## config.mk

```make
export PLATFORM = sky130hd
export DESIGN_NAME = mul_xbit_shift_add
export DESIGN_NICKNAME = d
export VERILOG_FILES = /design/src/rtl/mul_xbit_shift_add.sv
export SDC_FILE = /design/constraint.sdc
export NUM_CORES = 1
export LEC_CHECK = 0
export ABC_AREA = 1
export BUFFER_PORTS_ARGS = -buffer_cell sky130_fd_sc_hd__buf_2
export CAP_MARGIN = 20
export CORE_AREA = 2 2 70 65
export CTS_CLUSTER_DIAMETER = 120
export DETAILED_ROUTE_END_ITERATION = 12
export DIE_AREA = 0 0 72 67
export GPL_ROUTABILITY_DRIVEN = 0
export GPL_TIMING_DRIVEN = 0
export PLACE_DENSITY = 0.73
export SLEW_MARGIN = 20
export SYNTH_ARGS = -nofsm -noshare
export SYNTH_HDL_FRONTEND = slang
export SYNTH_SLANG_ARGS = --single-unit
```

## constraint.sdc

```tcl
create_clock -name i_clk -period 4.58 [get_ports i_clk]
set_input_delay 0 -clock i_clk [delete_from_list [all_inputs] [get_ports i_clk]]
set_output_delay 0 -clock i_clk [all_outputs]
set_load 0.01 [all_outputs]
```

## src/rtl/mul_xbit_shift_add.sv

```systemverilog
// -----------------------------------------------------------------------------
// mul_xbit_shift_add
//
// Multi-cycle unsigned shift-and-add multiplier. A single DATA_WIDTH-bit
// ripple-carry adder is reused for DATA_WIDTH cycles. Each cycle it adds one
// partial product and shifts the accumulator/multiplier pair right by one.
// Operands enter and the product leaves through valid/ready handshakes.
//
// Ports:
//   i_clk      clock, all state updates on the rising edge
//   i_rst_n    asynchronous active-low reset
//   i_valid    operand pair valid
//   o_ready    block can accept an operand pair (high only in IDLE)
//   i_num_a    multiplicand, unsigned, DATA_WIDTH bits
//   i_num_b    multiplier, unsigned, DATA_WIDTH bits
//   o_valid    product valid (registered)
//   i_ready    downstream accepts the product
//   o_res      product i_num_a*i_num_b, 2*DATA_WIDTH bits; holds the last value
//   o_busy     high while a multiply is in CALC
// -----------------------------------------------------------------------------
module mul_xbit_shift_add #(
  parameter int DATA_WIDTH = 8
) (
  input  logic                      i_clk,
  input  logic                      i_rst_n,
  input  logic                      i_valid,
  output logic                      o_ready,
  input  logic [DATA_WIDTH-1:0]     i_num_a,
  input  logic [DATA_WIDTH-1:0]     i_num_b,
  output logic                      o_valid,
  input  logic                      i_ready,
  output logic [2*DATA_WIDTH-1:0]   o_res,
  output logic                      o_busy
);

  localparam int CNT_W = $clog2(DATA_WIDTH + 1);

  localparam logic [1:0] ST_IDLE = 2'd0;
  localparam logic [1:0] ST_CALC = 2'd1;
  localparam logic [1:0] ST_DONE = 2'd2;

  localparam logic [CNT_W-1:0] CNT_LOAD = CNT_W'(DATA_WIDTH);
  localparam logic [CNT_W-1:0] CNT_ONE  = CNT_W'(1);

  logic [1:0]              state_q, state_d;
  logic [DATA_WIDTH-1:0]   mcand_q, mcand_d;
  logic [DATA_WIDTH-1:0]   acc_q,   acc_d;    // upper half of the running product
  logic [DATA_WIDTH-1:0]   mplr_q,  mplr_d;   // lower half / multiplier shift register
  logic [CNT_W-1:0]        cnt_q,   cnt_d;
  logic [2*DATA_WIDTH-1:0] res_q,   res_d;
  logic                    valid_q, valid_d;

  // Shared adder datapath
  logic [DATA_WIDTH-1:0]   addend;
  logic [DATA_WIDTH-1:0]   sum;
  logic [DATA_WIDTH:0]     carry;
  logic [DATA_WIDTH-1:0]   shift_acc;
  logic [DATA_WIDTH-1:0]   shift_mplr;

  // Ripple-carry adder: acc + (mplr[0] ? mcand : 0), carry-in 0.
  always_comb begin
    addend   = mplr_q[0] ? mcand_q : '0;
    sum      = '0;
    carry    = '0;
    for (int i = 0; i < DATA_WIDTH; i++) begin
      sum[i]       = acc_q[i] ^ addend[i] ^ carry[i];
      carry[i + 1] = (acc_q[i] & addend[i]) | (carry[i] & (acc_q[i] ^ addend[i]));
    end
  end

  // The carry-out becomes the new MSB of the accumulator, so nothing is lost:
  // {acc, mplr} <= {carry, sum, mplr[DW-1:1]}.
  assign shift_acc  = {carry[DATA_WIDTH], sum[DATA_WIDTH-1:1]};
  assign shift_mplr = {sum[0], mplr_q[DATA_WIDTH-1:1]};

  always_comb begin
    // NOTE: every _d gets a default of its _q first so no path leaves a
    // variable unassigned, which would otherwise infer a latch.
    state_d = state_q;
    mcand_d = mcand_q;
    acc_d   = acc_q;
    mplr_d  = mplr_q;
    cnt_d   = cnt_q;
    res_d   = res_q;
    valid_d = valid_q;

    case (state_q)
      ST_IDLE: begin
        // o_ready is 1 here, so i_valid alone is the accept condition.
        if (i_valid) begin
          mcand_d = i_num_a;
          mplr_d  = i_num_b;
          acc_d   = '0;
          cnt_d   = CNT_LOAD;
          state_d = ST_CALC;
        end
      end

      ST_CALC: begin
        acc_d  = shift_acc;
        mplr_d = shift_mplr;
        cnt_d  = cnt_q - CNT_ONE;
        if (cnt_q == CNT_ONE) begin
          // Capture the final step directly so o_res is stable from the
          // first DONE cycle and survives the next accept.
          res_d   = {shift_acc, shift_mplr};
          valid_d = 1'b1;
          state_d = ST_DONE;
        end
      end

      ST_DONE: begin
        if (i_ready) begin
          valid_d = 1'b0;
          state_d = ST_IDLE;
        end
      end

      default: begin
        valid_d = 1'b0;
        state_d = ST_IDLE;
      end
    endcase
  end

  // NOTE: sequential state uses non-blocking assignments so every flop samples
  // its _d from the same pre-edge values.
  always_ff @(posedge i_clk or negedge i_rst_n) begin
    if (!i_rst_n) begin
      // NOTE: all datapath registers are reset too; they are few and a
      // deterministic o_res of 0 after reset is part of the interface.
      state_q <= ST_IDLE;
      mcand_q <= '0;
      acc_q   <= '0;
      mplr_q  <= '0;
      cnt_q   <= '0;
      res_q   <= '0;
      valid_q <= 1'b0;
    end else begin
      state_q <= state_d;
      mcand_q <= mcand_d;
      acc_q   <= acc_d;
      mplr_q  <= mplr_d;
      cnt_q   <= cnt_d;
      res_q   <= res_d;
      valid_q <= valid_d;
    end
  end

  // Status outputs decode registered state only; no path from i_valid.
  assign o_ready = (state_q == ST_IDLE);
  assign o_busy  = (state_q == ST_CALC);
  assign o_valid = valid_q;
  assign o_res   = res_q;

endmodule
```

### Yosys cells after proc, flatten, opt, wreduce, memory -nomap -nowiden

Index checks and enable logic that the tools add are counted.

* reductions and logical operators: 7
* bitwise logic cells: 38
* mux-type cells: 14
* add/subtract/negate cells: 1
* equal/unequal tests: 6

Operator list (number)
* 8-bit one-hot mux with 2 select lines: 2
* 8-bit two-way mux: 3
* 1-bit bitwise AND: 15
* 1-bit XOR: 15
* 4-bit one-hot mux with 2 select lines: 1
* 1-bit OR: 7
* 2-bit two-way mux: 3
* 2-bit one-hot mux with 3 select lines: 1
* 2-bit AND reduction: 3
* 3-bit AND reduction: 2
* 4-bit by 1-bit == test with 1-bit output, second input constant: 1
* 4-bit two-way mux: 1
* 2-bit != test, second input constant: 2
* 4-bit by 1-bit subtractor with 4-bit output, second input constant: 1
* 1-bit one-hot mux with 3 select lines: 1
* 2-bit by 1-bit == test with 1-bit output, second input constant: 1
* 2-bit == test, second input constant: 1
* 2-bit zero test: 1
* 1-bit two-way mux: 2
* 2-bit by 1-bit != test with 1-bit output, second input constant: 1
* 2-bit nonzero test: 1
* 1-bit inverter: 1

* register bits: 47
* output and inout bits: 19

### Depth between registers and ports, before layout

Gate-level depths: netlist (run 1).

* depth after elaboration: 17
* depth in mapped cells: 13
* mapped depth without buffers: 12

### Worst setup path before layout (run 1)

No wires, ideal clock.

* path type: register -> register
* from: register mplr_q[0]
* to: register acc_q[6]
* arrival: 3.676 ns
* required time: 4.453 ns
* stages on the path, launching flop included: 14
* path slack: 0.777 ns
* path through: dfrtp_1 -> clkbuf_1 -> nand2_1 -> inv_1 -> ha_1 -> inv_1 -> fa_1 -> fa_1 -> fa_1 -> fa_1 -> fa_1 -> fa_1 -> fa_1 -> o21ai_0

* longest elaborated chain between the ends: 16

Ends and longest elaborated chain
* start, declared: line 48 `logic [DATA_WIDTH-1:0] mplr_q, mplr_d;`
* start signal, assigned: line 143 `mplr_q <= mplr_d;`
* 8-bit two-way mux *: line 62 `addend = mplr_q[0] ? mcand_q : '0;`
* 1-bit bitwise AND / 1-bit XOR (equally long branches): line 67 `carry[i + 1] = (acc_q[i] & addend[i]) | (carry[i] & (acc_q[i] ^ addend[i]));`
* 1-bit bitwise AND: line 67
* 1-bit OR: line 67
* 1-bit bitwise AND: line 67
* 1-bit OR: line 67
* 1-bit bitwise AND: line 67
* 1-bit OR: line 67
* 1-bit bitwise AND: line 67
* 1-bit OR: line 67
* 1-bit bitwise AND: line 67
* 1-bit OR: line 67
* 1-bit bitwise AND: line 67
* 1-bit OR: line 67
* 1-bit XOR *: line 66 `sum[i] = acc_q[i] ^ addend[i] ^ carry[i];`
* 8-bit one-hot mux with 2 select lines *: line 87 `case (state_q)`
* end signal, assigned: line 134 `acc_q <= '0;`
* end signal, assigned: line 142 `acc_q <= acc_d;`
* end, declared: line 47 `logic [DATA_WIDTH-1:0] acc_q, acc_d;`

Mark *: on every way between the ends. The rest lies on a longest branch, timed or not.
A chain may end at the register's enable or synchronous reset.

### Worst setup path in the final report (run 1)

Same ends and word-level chain as after synthesis.

==> results of run 1 <==
-- worst reg2reg max path, delay by kind of cell (launching register included) --
family	cells	cell delay, ns
compound gates	1	0.11
fa+ha+maj	8	3.01
buf+inv	3	0.40
flops	1	0.34
simple gates	1	0.09
-- placed cells by master (no fill, tap or decap) --
cell type      count
dfrtp_1           47
inv_1             24
buf_4              4
o31ai_1            1
nand3_4            1
clkbuf_8           5
inv_2              2
nor2_4             1
fa_1               7
buf_2             37
nand2_1           84
a31oi_1            1
o21ai_0           10
o21ai_2           17
nand2_2            2
o21a_1             1
buf_6              4
dlygate4sd3_1     18
nor2_1             7
clkbuf_1           2
a21oi_4            1
nand3_1           11
ha_1               3
-- timing repair --
| item | 4_1_cts | 5_1_grt |
|---|---|---|
| hold buffers | 18 | 0 |
| setup endpoints to repair | 0 | 0 |
| resized for setup | 0 | 0 |
| endpoints found under the hold margin | 65 | 0 |
-- power by group through the flow --
| stage | registers (mW) | clock network (mW) | logic [mW] |
|---|---|---|---|
| global route | 0.723 | 0.254 | 0.778 |
| finish | 0.700 | 0.229 | 0.680 |
| detailed placement | 0.705 | 0 | 0.679 |
| floorplan | 0.716 | 0 | 0.464 |
| global placement | 0.700 | 0 | 0.662 |
| CTS | 0.699 | 0.234 | 0.691 |
-- kinds of logic (layout without fill, tap and decap cells) --
family                     after synthesis  in the layout
and+or+nand+nor                        106            106
DFF                                     47             47
buffers and inverters                   34             96
AOI/OAI and AO/OA                       31             31
adders and majority gates               10             10
-- sequential cells by signal (all words and copies together) (netlist names) --
register and cells:
o_res 16, mplr_q 8, state_q 2, cnt_q 4
o_valid 1, mcand_q 8, acc_q 8
-- layer usage --
metal | vias to the layer above | global-route usage (%) | routed length (um)
met1 | 746 | 26.7 | 2100
met3 | 7 | 5.30 | 156
li1 | 831 | - | -
met5 | - | 0 | 0
met4 | 0 | 7.55 | 68
met2 | 37 | 30.1 | 1880
-- cell type report --
class / count / area, um2
multi-input cells: 147 / 852
fillers: 330 / 1340
plain buffers: 8 / 71.3
inverters: 26 / 97.6
clock buffers: 6 / 72.6
well taps: 48 / 60.1
flip-flops and latches: 47 / 1180
repair buffers: 56 / 373
-- through the flow --
stage	worst slack, ns	hold slack [ns]	std cells	utilization [%]
after floorplan	0.777	-0.296	228	-
after global routing	0.282	0.170	338	66.8
after CTS	0.511	0.124	338	66.7
after global placement	0.554	0.190	314	60.5
after detailed placement	0.529	0.195	314	60.5
final	0.506	0.133	338	66.8
-- worst paths after layout --
| check | from | end | slack (ns) | cells past startpoint |
|---|---|---|---|---|
| setup / recovery | mplr_q[0] | acc_q[6] | 0.51 | 13 |
| hold / removal | i_valid | acc_q[5] | 0.13 | 4 |
| setup reg to reg | mplr_q[0] | acc_q[6] | 0.51 | 13 |
| hold reg to reg | o_res[1] | o_res[1] | 0.48 | 2 |
| max in group asynchronous | i_rst_n | o_res[9] | 3.93 | 2 |
| min in group asynchronous | i_rst_n | cnt_q[0] | 0.24 | 2 |
==> reports/results.txt, run 1 <==
maxcap violations = 0
P_int = 0.978 mW
Net Sw Frac = 39.2%
Post-Synthesis Cells = 228
largest net degree at the start of global routing = 48
post-synthesis cell type count = 20
Setup Fix Bufs, Post-CTS = 0
first-pass GRT wire length = 7050 um
Total GRT Usage = 19.6%
Synth Area in Simple Gates = 19.9%
WP data required = 4.75 ns
WS Path Type = reg2reg
vias in the first global route = 1545
layout cell share with drive strength beyond 1 = 25.5%
CTS tree = built
final setup fails = 0
antenna violations before repair = 0
port buffer count = 38
switching power = 0.631 mW
Synth top area share = 53.5%
asr flop ratio synth = 100%
Worst Path Max Fanout = 9
clk_skew = 0.00399 ns
io pins = 39
1st-iter DRT viols = 123
crit end category = flip-flop
number of synthesized flops with an enable pin = 0
row cnt = 22
WL per Instance = 12.4 um
Commonest cells post-synth = nand2_1 (84), dfrtp_1 (47), inv_1 (24), o21ai_2 (17), nand3_1 (11)
Initial Util = 54.3%
status = complete, no violations
crit path buf inv count = 3
Seq/Total Area, Yosys = 53.5%
Tmin final = 4.07 ns
post-synth net total = 258
via count = 1621
worst hold-check path type = in2reg
Hold Vio Cnt, Final = 0
total power = 1.61 mW
main combinational cell family by area after synthesis = simple AND/OR/NAND/NOR gates
CTS Buffer Depth = 2
Max VDD drop = 342 uV
Syn Area/Cell = 9.64 um2
Combinational Power Share = 42.3%
TritonCTS Sinks = 47
crit-path cells = clkbuf_1 -> nand2_1 -> inv_1 -> ha_1 -> inv_1 -> fa_1 -> fa_1 -> fa_1 -> fa_1 -> fa_1 -> fa_1 -> fa_1 -> o21ai_0
Relative slew margins = 60.8%
Die Width = 72 um
design area = 0.00270 mm2
crit start category = flip-flop
most frequent cell after synthesis = nand2_1
final worst path period share = 89.0%
achievable frequency = 245 MHz
residual DRC count = 0
largest area contributor in the netlist = dfrtp_1
post-route ant nets = 0
Slew @ Worst Pin = 0.588 ns
Worst path max stage delay = 0.56 ns
RSZ-0062 raised after global routing = no
clock share of power = 14.2%
Core ar. = 0.00405 mm2
clock latency on the worst-skew pair = 0.29 ns
chip height = 67 um
CTS clk-pin slew, worst paths = 0.08 ns
Max Slew Vio Count = 0
Largest delay share family, worst path = adder cells
Num CTS Buffers = 5
Ant. Diodes = 0
Sequential Power Share = 43.5%
pwr dens = 595 mW/mm2
final WL = 4200 um
setup TNS = 0 ns
Worst Path Arrival = 4.24 ns
grt total ovfl = 0
area grow syn2layout = 23.0%
proportion of synthesized area in mux cells = 0%
NumNets Final = 321
P_leak = 1.35 nW
synthesized cell area = 0.00220 mm2
Post-Synth XOR/XNOR Area = 0%
synthesized flop and latch total = 47
die area = 0.00482 mm2
H-tree Lvls = 2
CP max stage cell = fa_1
post-synthesis compound-gate area fraction = 10.8%
TritonRoute pass-1 iters = 6
Cell Area, Placed = 0.00245 mm2
Area contributors post-synth = dfrtp_1 (54%), nand2_1 (14%), o21ai_2 (6.8%)
CTS Root Cell = clkbuf_8
Detail Placement HPWL = 2880 um
via-per-instance ratio = 4.80
yosys warns = 0
Synth Flop Type = dfrtp_1
Synth Area in Adders = 8.09%
CP most frequent cell = fa_1
(Power assumes the default switching activity.)
==> run 2, diff against run 1 <==
--- a/config.mk
+++ b/config.mk
@@ -8,13 +8,13 @@
 export ABC_AREA = 1
 export BUFFER_PORTS_ARGS = -buffer_cell sky130_fd_sc_hd__buf_2
 export CAP_MARGIN = 20
-export CORE_AREA = 2 2 70 65
+export CORE_AREA = 2 2 77 72
 export CTS_CLUSTER_DIAMETER = 120
 export DETAILED_ROUTE_END_ITERATION = 12
-export DIE_AREA = 0 0 72 67
+export DIE_AREA = 0 0 79 74
 export GPL_ROUTABILITY_DRIVEN = 0
-export GPL_TIMING_DRIVEN = 0
-export PLACE_DENSITY = 0.73
+export PLACE_DENSITY = 0.61
+export SKIP_LAST_GASP = 1
 export SLEW_MARGIN = 20
 export SYNTH_ARGS = -nofsm -noshare
 export SYNTH_HDL_FRONTEND = slang
==> reports/results.txt, run 2 (same netlist as run 1, synthesis figures left out) <==
status = complete, no violations
RSZ-0062 raised after global routing = no
M1 WL = 2120 um (+0.91%)
P_leak = 1.32 nW (-2.5%)
Worst Path Arrival = 4.00 ns (-0.24 ns)
CTS clk-pin slew, worst paths = 0.08 ns (about the same)
area occupied by multi-input gates = 852 um2 (unchanged)
r2r setup slk = 0.75 ns (+0.25 ns)
CTS tree = built
clk_skew = 0.00368 ns (-0.000308 ns)
via count = 1577 (-2.7%)
Num CTS Buffers = 5 (unchanged)
H-tree Lvls = 2 (unchanged)
register area = 0.00118 mm2 (unchanged)
chip height = 74 um (+10%)
achievable frequency = 261 MHz (+6.4%)
R2R cell count = 12 (-1)
crit start category = flip-flop
Total GRT Usage = 16.1% (-3.5 points)
Fill cells = 496 (+50%)
final worst path period share = 83.6% (-5.4 points)
Core ar. = 0.00507 mm2 (+25%)
TritonCTS Sinks = 47 (unchanged)
Ant. Diodes = 0 (unchanged)
Worst Path Max Fanout = 9 (unchanged)
antenna violations before repair = 0 (unchanged)
setup TNS = 0 ns (unchanged)
design area = 0.00266 mm2 (-1.4%)
Cell Area, Placed = 0.00240 mm2 (-1.9%)
area grow syn2layout = 21.2%
final setup fails = 0 (unchanged)
WP data required = 4.75 ns (about the same)
largest net degree at the start of global routing = 48 (unchanged)
commonest non-fill, non-tap cell in the layout = nand2_1
layout cell share with drive strength beyond 1 = 23.9% (-1.6 points)
placed cells = 325 (+3.5%)
crit end category = flip-flop
Tmin final = 3.83 ns (-0.246 ns)
die area = 0.00585 mm2 (+21%)
io pins = 39 (unchanged)
WL per Instance = 11.7 um (-6.0%)
1st-iter DRT viols = 85 (-31%)
Relative slew margins = 44.4% (-16 points)
max layer used = met4
Final WS setup = 0.752 ns (+0.246 ns)
via-per-instance ratio = 4.49 (-6.3%)
grt total ovfl = 0 (unchanged)
residual DRC count = 0 (unchanged)
Setup Fix Bufs, Post-CTS = 0 (unchanged)
worst hold-check path type = in2async
TritonRoute pass-1 iters = 4 (-2)
Initial Util = 43.4% (-11 points)
most frequent cells in the layout = nand2_1 (84), dfrtp_1 (47), buf_2 (37)
Finished Layout Cells = 351 (+3.8%)
Slew @ Worst Pin = 0.834 ns (+0.246 ns)
post-route ant nets = 0 (unchanged)
Die Width = 79 um (+9.7%)
Detail Placement HPWL = 2810 um (-2.5%)
Setup crit start = mplr_q[0]
WS Path Type = reg2reg
Worst R2R Start = mplr_q[0]
Max Slew Vio Count = 0 (unchanged)
WL met2 = 1700 um (-9.5%)
row cnt = 25 (+14%)
pwr dens = 594 mW/mm2 (-0.15%)
max FFs per register = 16 (unchanged)
vias in the first global route = 1561 (+1.0%)
Max VDD drop = 303 uV (-11%)
Hold Vio Cnt, Final = 0 (unchanged)
clock latency on the worst-skew pair = 0.29 ns (about the same)
first-pass GRT wire length = 7240 um (+2.7%)
NumNets Final = 313 (-2.5%)
port buffer count = 38 (unchanged)
maxcap violations = 0 (unchanged)
met3 routed WL = 221 um (+42%)
final WL = 4100 um (-2.3%)
CTS Root Cell = clkbuf_8
pre-CTS setup slack = 0.741 ns (+0.211 ns)
CTS Buffer Depth = 2 (unchanged)
-- run 2: worst max-delay path, cell delays in order, from the launching register on --
cell	delay (ns)
dfrtp_1	0.48
nand2_1	0.08
inv_1	0.06
ha_1	0.13
inv_1	0.04
fa_1	0.38
fa_1	0.39
fa_1	0.39
fa_1	0.38
fa_1	0.38
fa_1	0.38
fa_1	0.52
o21ai_0	0.09
-- run 2: what timing repair did --
item | in CTS | in global routing
hold buffers | 18 | 0
resized for setup | 0 | 0
endpoints found under the hold margin | 64 | 0
-- run 2: path summary, 6_finish.rpt --
check / end
worst max-delay path: acc_q[6]
worst min-delay path: cnt_q[3]
worst max register to register: acc_q[6]
worst min register to register: o_res[4]
max in group asynchronous: o_res[0]
min in group i_clk: cnt_q[0]
-- run 2: cell type report --
cell class / count / share of cell area (%)
tap: 67 / 3.15
timing repair buffer: 56 / 14.0
multi-input combinational: 147 / 32.0
sequential: 47 / 44.2
inverter: 26 / 3.66
clock buffer: 7 / 2.87
clock inverter: 1 / 0.188
-- run 2: per-stage QoR --
step                      hold WS, ns  total power [mW]  utilization, %
after floorplan                -0.296              1.18               -
after global placement          0.190              1.34            47.4
after detailed placement        0.199              1.36            47.4
after CTS                       0.242              1.61            52.5
after global routing            0.289              1.74            52.6
final                           0.240              1.58            52.6
-- run 2: report_power, final --
group          switching [mW]  internal [mW]  total (mW)
clock network           0.127          0.107       0.234
logic                   0.381          0.257       0.638
registers               0.118          0.593       0.711
total                   0.626          0.957        1.58
-- run 2: routing by layer --
layer,GRT usage [%],up-vias
met1,23.5,711
met3,3.40,7
li1,-,814
met4,6.32,0
met5,0,-
met2,23.8,45
